[config.mk]
export PLATFORM = sky130hd
export DESIGN_NAME = fifo_wr_arbiter
export DESIGN_NICKNAME = d
export VERILOG_FILES = /design/src/rtl/fifo_arb_pkg.sv /design/src/rtl/fifo_wr_arbiter_rr_pick.sv /design/src/rtl/fifo_wr_arbiter.sv
export SDC_FILE = /design/constraint.sdc
export NUM_CORES = 1
export LEC_CHECK = 0
export ABC_AREA = 1
export BUFFER_PORTS_ARGS = -buffer_cell sky130_fd_sc_hd__buf_2
export CAP_MARGIN = 10
export CORE_MARGIN = 2
export CORE_UTILIZATION = 38
export CTS_BUF_LIST = sky130_fd_sc_hd__clkbuf_8
export CTS_CLUSTER_SIZE = 40
export DETAILED_ROUTE_END_ITERATION = 8
export PLACE_DENSITY = 0.91
export SLEW_MARGIN = 20
export SYNTH_ARGS = -nofsm -noshare
export SYNTH_HDL_FRONTEND = slang
export SYNTH_HIERARCHICAL = 1
export SYNTH_SLANG_ARGS = --single-unit
[constraint.sdc]
create_clock -name clk_i -period 3.4 [get_ports clk_i]
set_clock_uncertainty 0.15 [all_clocks]
set_input_delay 0.51 -clock clk_i [delete_from_list [all_inputs] [get_ports clk_i]]
set_output_delay 0.51 -clock clk_i [all_outputs]
set_load 0.02 [all_outputs]
[src/rtl/fifo_arb_pkg.sv]
// Shared types and helpers for the FIFO write-port arbiter.
package fifo_arb_pkg;

    typedef enum logic [0:0] {
        IDLE  = 1'b0,
        BURST = 1'b1
    } arb_state_t;

    // Round-robin successor; the wrap is explicit so non-power-of-two NREQ works.
    function automatic int unsigned rr_next(input int unsigned idx, input int unsigned n);
        return (idx + 1 >= n) ? 0 : idx + 1;
    endfunction

endpackage

[src/rtl/fifo_wr_arbiter_rr_pick.sv]
// Combinational rotating-priority finder: first set bit of req at or after ptr, wrapping.
module rr_pick #(
    parameter int unsigned NREQ = 4,
    parameter int unsigned IW   = $clog2(NREQ)
) (
    input  logic [NREQ-1:0] req,
    input  logic [IW-1:0]   ptr,
    output logic [NREQ-1:0] gnt,
    output logic [IW-1:0]   idx,
    output logic            any
);

    always_comb begin
        int unsigned j;
        j   = 0;
        gnt = '0;
        idx = '0;
        any = 1'b0;
        for (int unsigned k = 0; k < NREQ; k++) begin
            j = (32'(ptr) + k) % NREQ;
            if (!any && req[j]) begin
                any    = 1'b1;
                gnt[j] = 1'b1;
                idx    = IW'(j);
            end
        end
    end

endmodule

[src/rtl/fifo_wr_arbiter.sv]
// Round-robin arbiter sharing one FIFO write port among NREQ valid/ready requesters.
// Define FIFO_ARB_LOCK_EN to keep multi-beat packets (req_last_i) contiguous in the FIFO.
module fifo_wr_arbiter
    import fifo_arb_pkg::*;
#(
    parameter int unsigned NREQ = 4,
    parameter int unsigned DW   = 32
) (
    input  logic             clk_i,
    input  logic             reset_i,
    input  logic [NREQ-1:0]  req_valid_i,
    input  logic [NREQ*DW-1:0] req_data_i,
    input  logic [NREQ-1:0]  req_last_i,
    output logic [NREQ-1:0]  req_ready_o,
    output logic             fifo_wr_en_o,
    output logic [DW-1:0]    fifo_wr_data_o,
    input  logic             fifo_full_i,
    output logic [NREQ-1:0]  grant_o,
    output logic             busy_o
);

    localparam int unsigned IW = $clog2(NREQ);

    arb_state_t      state_q;
    logic [IW-1:0]   owner_q;
    logic [IW-1:0]   rr_ptr_q;

    logic [NREQ-1:0] pick_gnt;
    logic [IW-1:0]   pick_idx;
    logic            pick_any;

    logic [NREQ-1:0] grant;
    logic [IW-1:0]   gidx;
    logic            has_grant;
    logic            xfer;

    rr_pick #(
        .NREQ (NREQ),
        .IW   (IW)
    ) u_rr_pick (
        .req (req_valid_i),
        .ptr (rr_ptr_q),
        .gnt (pick_gnt),
        .idx (pick_idx),
        .any (pick_any)
    );

    // Reset forces every output low, even though the state registers alone would show IDLE.
    always_comb begin
        grant     = '0;
        gidx      = '0;
        has_grant = 1'b0;
        if (reset_i) begin
            has_grant = 1'b0;
        end else if (state_q == BURST) begin
            grant[owner_q] = 1'b1;
            gidx           = owner_q;
            has_grant      = 1'b1;
        end else begin
            grant     = pick_gnt;
            gidx      = pick_idx;
            has_grant = pick_any;
        end
    end

    assign xfer           = has_grant & req_valid_i[gidx] & ~fifo_full_i;
    assign req_ready_o    = grant & {NREQ{~fifo_full_i}};
    assign grant_o        = grant;
    assign fifo_wr_en_o   = xfer;
    assign fifo_wr_data_o = has_grant ? req_data_i[32'(gidx)*DW +: DW] : '0;
    assign busy_o         = (state_q == BURST);

`ifdef FIFO_ARB_LOCK_EN
    always_ff @(posedge clk_i or posedge reset_i) begin
        if (reset_i) begin
            state_q  <= IDLE;
            owner_q  <= '0;
            rr_ptr_q <= '0;
        end else if (xfer) begin
            unique case (state_q)
                IDLE: begin
                    if (req_last_i[gidx]) begin
                        rr_ptr_q <= IW'(rr_next(32'(gidx), NREQ));
                    end else begin
                        state_q <= BURST;
                        owner_q <= gidx;
                    end
                end
                BURST: begin
                    if (req_last_i[gidx]) begin
                        state_q  <= IDLE;
                        rr_ptr_q <= IW'(rr_next(32'(owner_q), NREQ));
                    end
                end
                default: state_q <= IDLE;
            endcase
        end
    end
`else
    logic unused_last;
    assign unused_last = ^req_last_i;
    assign state_q     = IDLE;
    assign owner_q     = '0;

    // Without the lock every accepted beat re-arbitrates.
    always_ff @(posedge clk_i or posedge reset_i) begin
        if (reset_i) begin
            rr_ptr_q <= '0;
        end else if (xfer) begin
            rr_ptr_q <= IW'(rr_next(32'(gidx), NREQ));
        end
    end
`endif

endmodule
* Yosys cells after proc, flatten, opt, wreduce, memory -nomap -nowiden *
Index checks and enable logic that the tools add are counted.

word-level totals
  input bits = 139
  output and inout bits = 42
  flip-flop bits (word level) = 2
  word-level logic and storage cells = 68

cells by class
  $add $sub $neg = 4
  reductions and logical operators = 10
  magnitude comparators = 10
  bitwise operators = 7
  shifts and indexed selects = 1
  muxes and demuxes = 35

operators by type and width
  kind                                                               count
  variable part select 128 x 8 -> 32 bit                             1
  2-to-1 mux 32 bit                                                  1
  2-to-1 mux 4 bit                                                   5
  less-than comparator 2 x 3 -> 1 bit, second input constant         5
  2-to-1 mux 1 bit                                                   14
  2-to-1 mux 2 bit                                                   6
  OR 4 bit                                                           3
  binary-select mux 1 bit (select 2 bit)                             5
  demux 1 bit (select 2 bit)                                         4
  greater-or-equal comparator 2 x 1 -> 1 bit, second input constant  4
  logical AND 1 bit                                                  7
  adder 2 bit, second input constant                                 2
  bitwise AND 4 bit                                                  1
  adder 2 x 1 -> 3 bit, second input constant                        1
  greater-or-equal comparator 3 bit, second input constant           1
  zero test 1 bit                                                    3
  adder 2 x 1 -> 2 bit, second input constant                        1
  bitwise AND 1 bit                                                  2
  NOT 1 bit                                                          1

* Longest topological paths before layout *
  depth after elaboration = 17
  mapped depth = 17
  mapped depth without buffers = 15

* Hierarchy *
The synthesis kept the hierarchy.

modules (own cells, without submodules)
  module           times used  area an instance (um^2)  cells an instance  sequential area each (um^2)
  fifo_wr_arbiter  1           1472.7                   297                50.0
  rr_pick          1           440.4                    74                 0.0

* Least setup slack after synthesis *
Ideal clock, no wire load.

  path kind = reg2out
  start point = register rr_ptr_q[0]
  end point = output fifo_wr_data_o[10]
  arrival = 2.516 ns
  data required time = 2.740 ns
  path slack = 0.224 ns
  buffers on the path = 2
  cell stages (with the launch flop) = 15
  path through = dfrtp_1 > inv_2 > ha_1 > inv_1 > nand3_1 > nand2_1 > nor2_1 > a21oi_1 > nand3_1 > buf_4 > buf_2 > nor2_1 > nor2_1 > o21ai_0 > a21oi_1

on the way
  word-level cells in the longest chain between the ends = 15
  elaborated cells on any way between the ends = 29
  classes of those cells = add/sub (3); shift (1); mux (19); reduce/logical (6)

ends and longest elaborated chain
  item                                                                           RTL line                       source
  from (decl)                                                                    fifo_wr_arbiter.sv:26          logic [IW-1:0] rr_ptr_q;
  from (signal assigned)                                                         fifo_wr_arbiter.sv:110         rr_ptr_q <= IW'(rr_next(32'(gidx), NREQ));
  parallel branches: the longest is 11 deep, another holds adder 2 x 1 -> 2 bit  n/a
  2-to-1 mux 2 bit *                                                             fifo_wr_arbiter_rr_pick.sv:21  if (!any && req[j]) begin
  named net pick_idx[0]                                                          fifo_wr_arbiter.sv:29          logic [IW-1:0] pick_idx;
  2-to-1 mux 2 bit *                                                             fifo_wr_arbiter.sv:53          if (reset_i) begin
  variable part select 128 x 8 -> 32 bit *                                       fifo_wr_arbiter.sv:70          assign fifo_wr_data_o = has_grant ? req_data_i[32'(gidx)*DW +: DW] : '0;
  2-to-1 mux 32 bit *                                                            fifo_wr_arbiter.sv:70
  to (decl)                                                                      fifo_wr_arbiter.sv:16          output logic [DW-1:0] fifo_wr_data_o,

Mark *: on every way through the listed nets, which the timed path passes. The select of a mux whose other input is x is not followed.

* Worst setup path in the final report *
  start point = register rr_ptr_q[0]
  end point = output fifo_wr_data_o[9]

Same word-level chain as after synthesis.

==> run summary <==
The run finished with clean final reports. The biggest area consumer among synthesized cells is a21oi_1. The clock latency on the worst-skew pair came out at ~0.21 ns. The critical path in this run is classified as reg2out. In the final layout, the registers with the most flip-flops are rr_ptr_q x2. In this run the remaining antenna-violating nets after routing total 0. The initial cell density of the core came out at between 30% and 40%. For this design, the sink count on the clock tree is 2. The instance count after placement with tap cells included came out at ~600. The number of distinct library cells after synthesis is 27. The number of global-route vias before repair came out at approximately 2600.

The endpoint of the worst setup timing path is fifo_wr_data_o[9]. The first global-routing pass estimated 11100 um of wire. The total core area came out at about 4800 um2.

The number of I/O pins is ~180. The fraction of final layout cells sized beyond drive strength 1 came out at 41.0%. In the final layout, flip-flops and latches occupy roughly 50 um2. The endpoint required time on the critical path came out at approximately 2.7 ns.

The count of flip-flops with a built-in enable after synthesis is 0. The worst-case reg-to-reg path depth is 16. The total clock buffers created by CTS came out at 3.

The setup check on the worst reg-to-reg path leaves a slack of 0.92 ns. Based on the critical path, the design can be clocked at up to 309 MHz. The area of the multi-input gates came out at approximately 1500 um2. The floorplan step set the die width to between 70 and 80 um. The delay of the slowest critical-path stage came out at ~0.38 ns. The maximum number of pins on one net before global-route repair came out at 37. The critical path startpoint is rr_ptr_q[0]. After the first detailed-routing iteration, the DRC count stood at 158.

The largest vdd supply drop came out at around 0.00066 V. The post-detailed-route wirelength per cell is about 13 um. The count of pins over their slew limit came to 0. The floorplan step defined a die boundary enclosing 5620 um2.

Counting along the longest clock path gives a buffer depth of 2. The post-synthesis net count is approximately 520. The cell with the largest stage delay on the worst path is dfrtp_1. After detailed routing, the number of remaining DRC violations is 0. For this run, the leading register cell type out of synthesis is dfrtp_1. The count of maximum capacitance violations is 0. By count the netlist is led by nor2_1, a21oi_1, inv_1. The number of iterations in the first detailed-routing pass is 4.

The path class of the tightest hold or removal check is in2async. The aggregate global routing overflow is 0. The register with the most flip-flops in the layout has 2 of them. TritonCTS built the clock tree. The endpoint identified for the worst register-to-register timing path is rr_ptr_q[0].

The routed via count divided by cell count came out at 5.13. The final number of hold-violating endpoints came out at 0. The count of mapped cells out of synthesis came out at between 300 and 400. During placement, the flow inserted port buffers numbering roughly 180. In this run the clock root is driven by a clkbuf_8.

Counting stages on the worst path, the most repeated cell is nand2_1. The HPWL reported at the end of detailed placement is 5790 um. The register area share after synthesis is 2.62%. The non-filler instance count after layout is ~610. The fill cell total of the finished layout came out at between 400 and 500. The critical register-to-register path startpoint is rr_ptr_q[0].

The number of vias in the routed layout is 3121. The compound-gate portion of the synthesized area came out at between 30% and 40%. The number of buffers inserted by hold repair at cts came out at 0.

The top-area cell type share of the netlist area came out at between 10% and 20%. The worst setup path is launched from a flop. nor2_1 is the most common cell in the netlist. The data arrival time of the worst path came out at 2.57 ns. Summed over all layers, the routed wires come to between 7000 and 8000 um. The mean post-synth cell area came out at ~5.2 um2. Setup repair after global routing left no endpoint under its margin. The number of register bits inferred by synthesis came out at 2. Of the total synthesized cell area, the portion taken by XOR and XNOR cells is 0%. The floorplan has 25 rows. Hold timing on the final database bottoms out at a slack of between 0.15 and 0.2 ns. CTS built an H-tree with a depth of 1. The element type at the critical path end is a primary output. The main combinational cell family by area after synthesis is compound AO/OA/AOI/OAI gates.

The share of the core filled with cells came out at between 60% and 70%. The portion of the clock cycle consumed by the worst path in the final layout came out at a little over nine tenths. The maximum net fanout on the critical path came out at 18. More flip-flops sit in one register than any other, and that register is rr_ptr_q. At the end of routability-driven placement, the weighted congestion stood at 0.874. The net total in the final layout came out at 687. The static leakage came out at roughly 1.7 nW. The clock-pin slew reported for the worst setup and hold paths after clock tree synthesis is roughly 0.03 ns. The global routing usage summed across all routing layers came out at 24.3%. The height of the die is between 70 and 80 um. In the post-synthesis netlist, the biggest area contributors are a21oi_1, nor2_1, o21ai_1, inv_1, o21ai_0.

The repair_antennas step left the layout with diodes totalling 0. The power density over the cells came out at between 1000 and 1500 nW/um2. The total negative slack came out at 0 ns. Summing the areas of all and, or, nand and nor instances in the mapped netlist gives 36.6% of the synthesized area. The signal on the critical path passes through buf_4, nand2_1, nand2_1, nand2_1, nand2_2, inv_1, nand3_1, nand3_4, nand2_8, buf_4, a21oi_1, o21ai_1, a21oi_1, buf_2. The number of setup violations in the final report came out at 0.

The share of synthesized cell area in full adder, half adder and majority cells is 3.27%. In the synthesized netlist the async set-or-reset flop fraction comes to between 90% and 100%. The relative area change from synthesis to final layout came out at 55.2%.

The initial antenna violation count is 0. The fraction of synthesized area in multiplexers came out at 0%. The time the final worst path needs with I/O delays and setup is roughly 3.2 ns. The cell area after technology mapping is between 1500 and 2000 um2. Yosys printed 6 warnings.
per-stage QoR:
stage	setup slack, ns	power, mW	area (um2)
2_1_floorplan	0.224	2.08	1910
3_3_place_gp	0.111	2.62	2800
3_5_place_dp	0.0388	2.69	2800
4_1_cts	0.0416	2.88	2880
5_1_grt	0.0348	3.36	2970
6_report	0.165	3.06	2970
cell families (layout without fill, tap and decap cells):
group | Yosys count | in the layout
AOI/OAI and AO/OA | 140 | 140
adders and majority gates | 5 | 5
buffers and inverters | 77 | 245
DFF | 2 | 2
other | 1 | 1
and+or+nand+nor | 146 | 148
power breakdown:
part	leakage [nW]	switching, mW	internal, mW
Combinational	1.67	1.89	1.04
Sequential	0.0251	0.00683	0.0344
Clock	0.0216	0.0165	0.0747
Total	1.71	1.91	1.15
cell type report:
class	instances	share of cell area, %
clock buffers	3	1.39
repair buffers	191	35.5
multi-input cells	294	51.9
inverters	51	6.70
flip-flops and latches	2	1.69
well taps	67	2.82
placed cells by master (no fill, tap or decap), drive strengths merged:
cell    netlist  layout
conb          1       1
buf          21     191
o21ai        65      65
clkbuf        5       3
nand2        34      35
a21oi        71      71
ha            5       5
dfrtp         2       2
inv          51      51
nor3          4       4
nand3        23      23
nor2         77      78
nand4         7       7
a21boi        4       4
nand3b        1       1
timing repair:
| action | 4_1_cts | 5_1_grt |
|---|---|---|
| setup endpoints to repair | 33 | 33 |
| buffers inserted | 1 | 3 |
| pin swaps | 2 | 6 |
| gates cloned | 1 | 1 |
| gates resized for setup | 4 | 11 |
per-layer routing:
layer  routed length (um)  GRT usage (%)
met3                  608           3.08
met4                  121           6.15
met5                    0              0
met1                 3090           27.8
met2                 4120           47.0
how the worst min path moves through the flow:
| stage | end | cells past startpoint |
|---|---|---|
| finish | rr_ptr_q[0] | 2 |
| global route | rr_ptr_q[0] | 2 |
| CTS | rr_ptr_q[0] | 2 |
| detailed placement | rr_ptr_q[1] | 2 |
| global placement | rr_ptr_q[0] | 2 |
| floorplan | rr_ptr_q[0] | 2 |
critical path, delay by kind of cell, from the launching register on:
family / cells / cell delay (ns)
and+or+nand+nor: 7 / 0.83
AOI/OAI and AO/OA: 3 / 0.37
buffers and inverters: 4 / 0.77
DFF: 1 / 0.38
No activity file was read; power rests on OpenSTA's default activity.
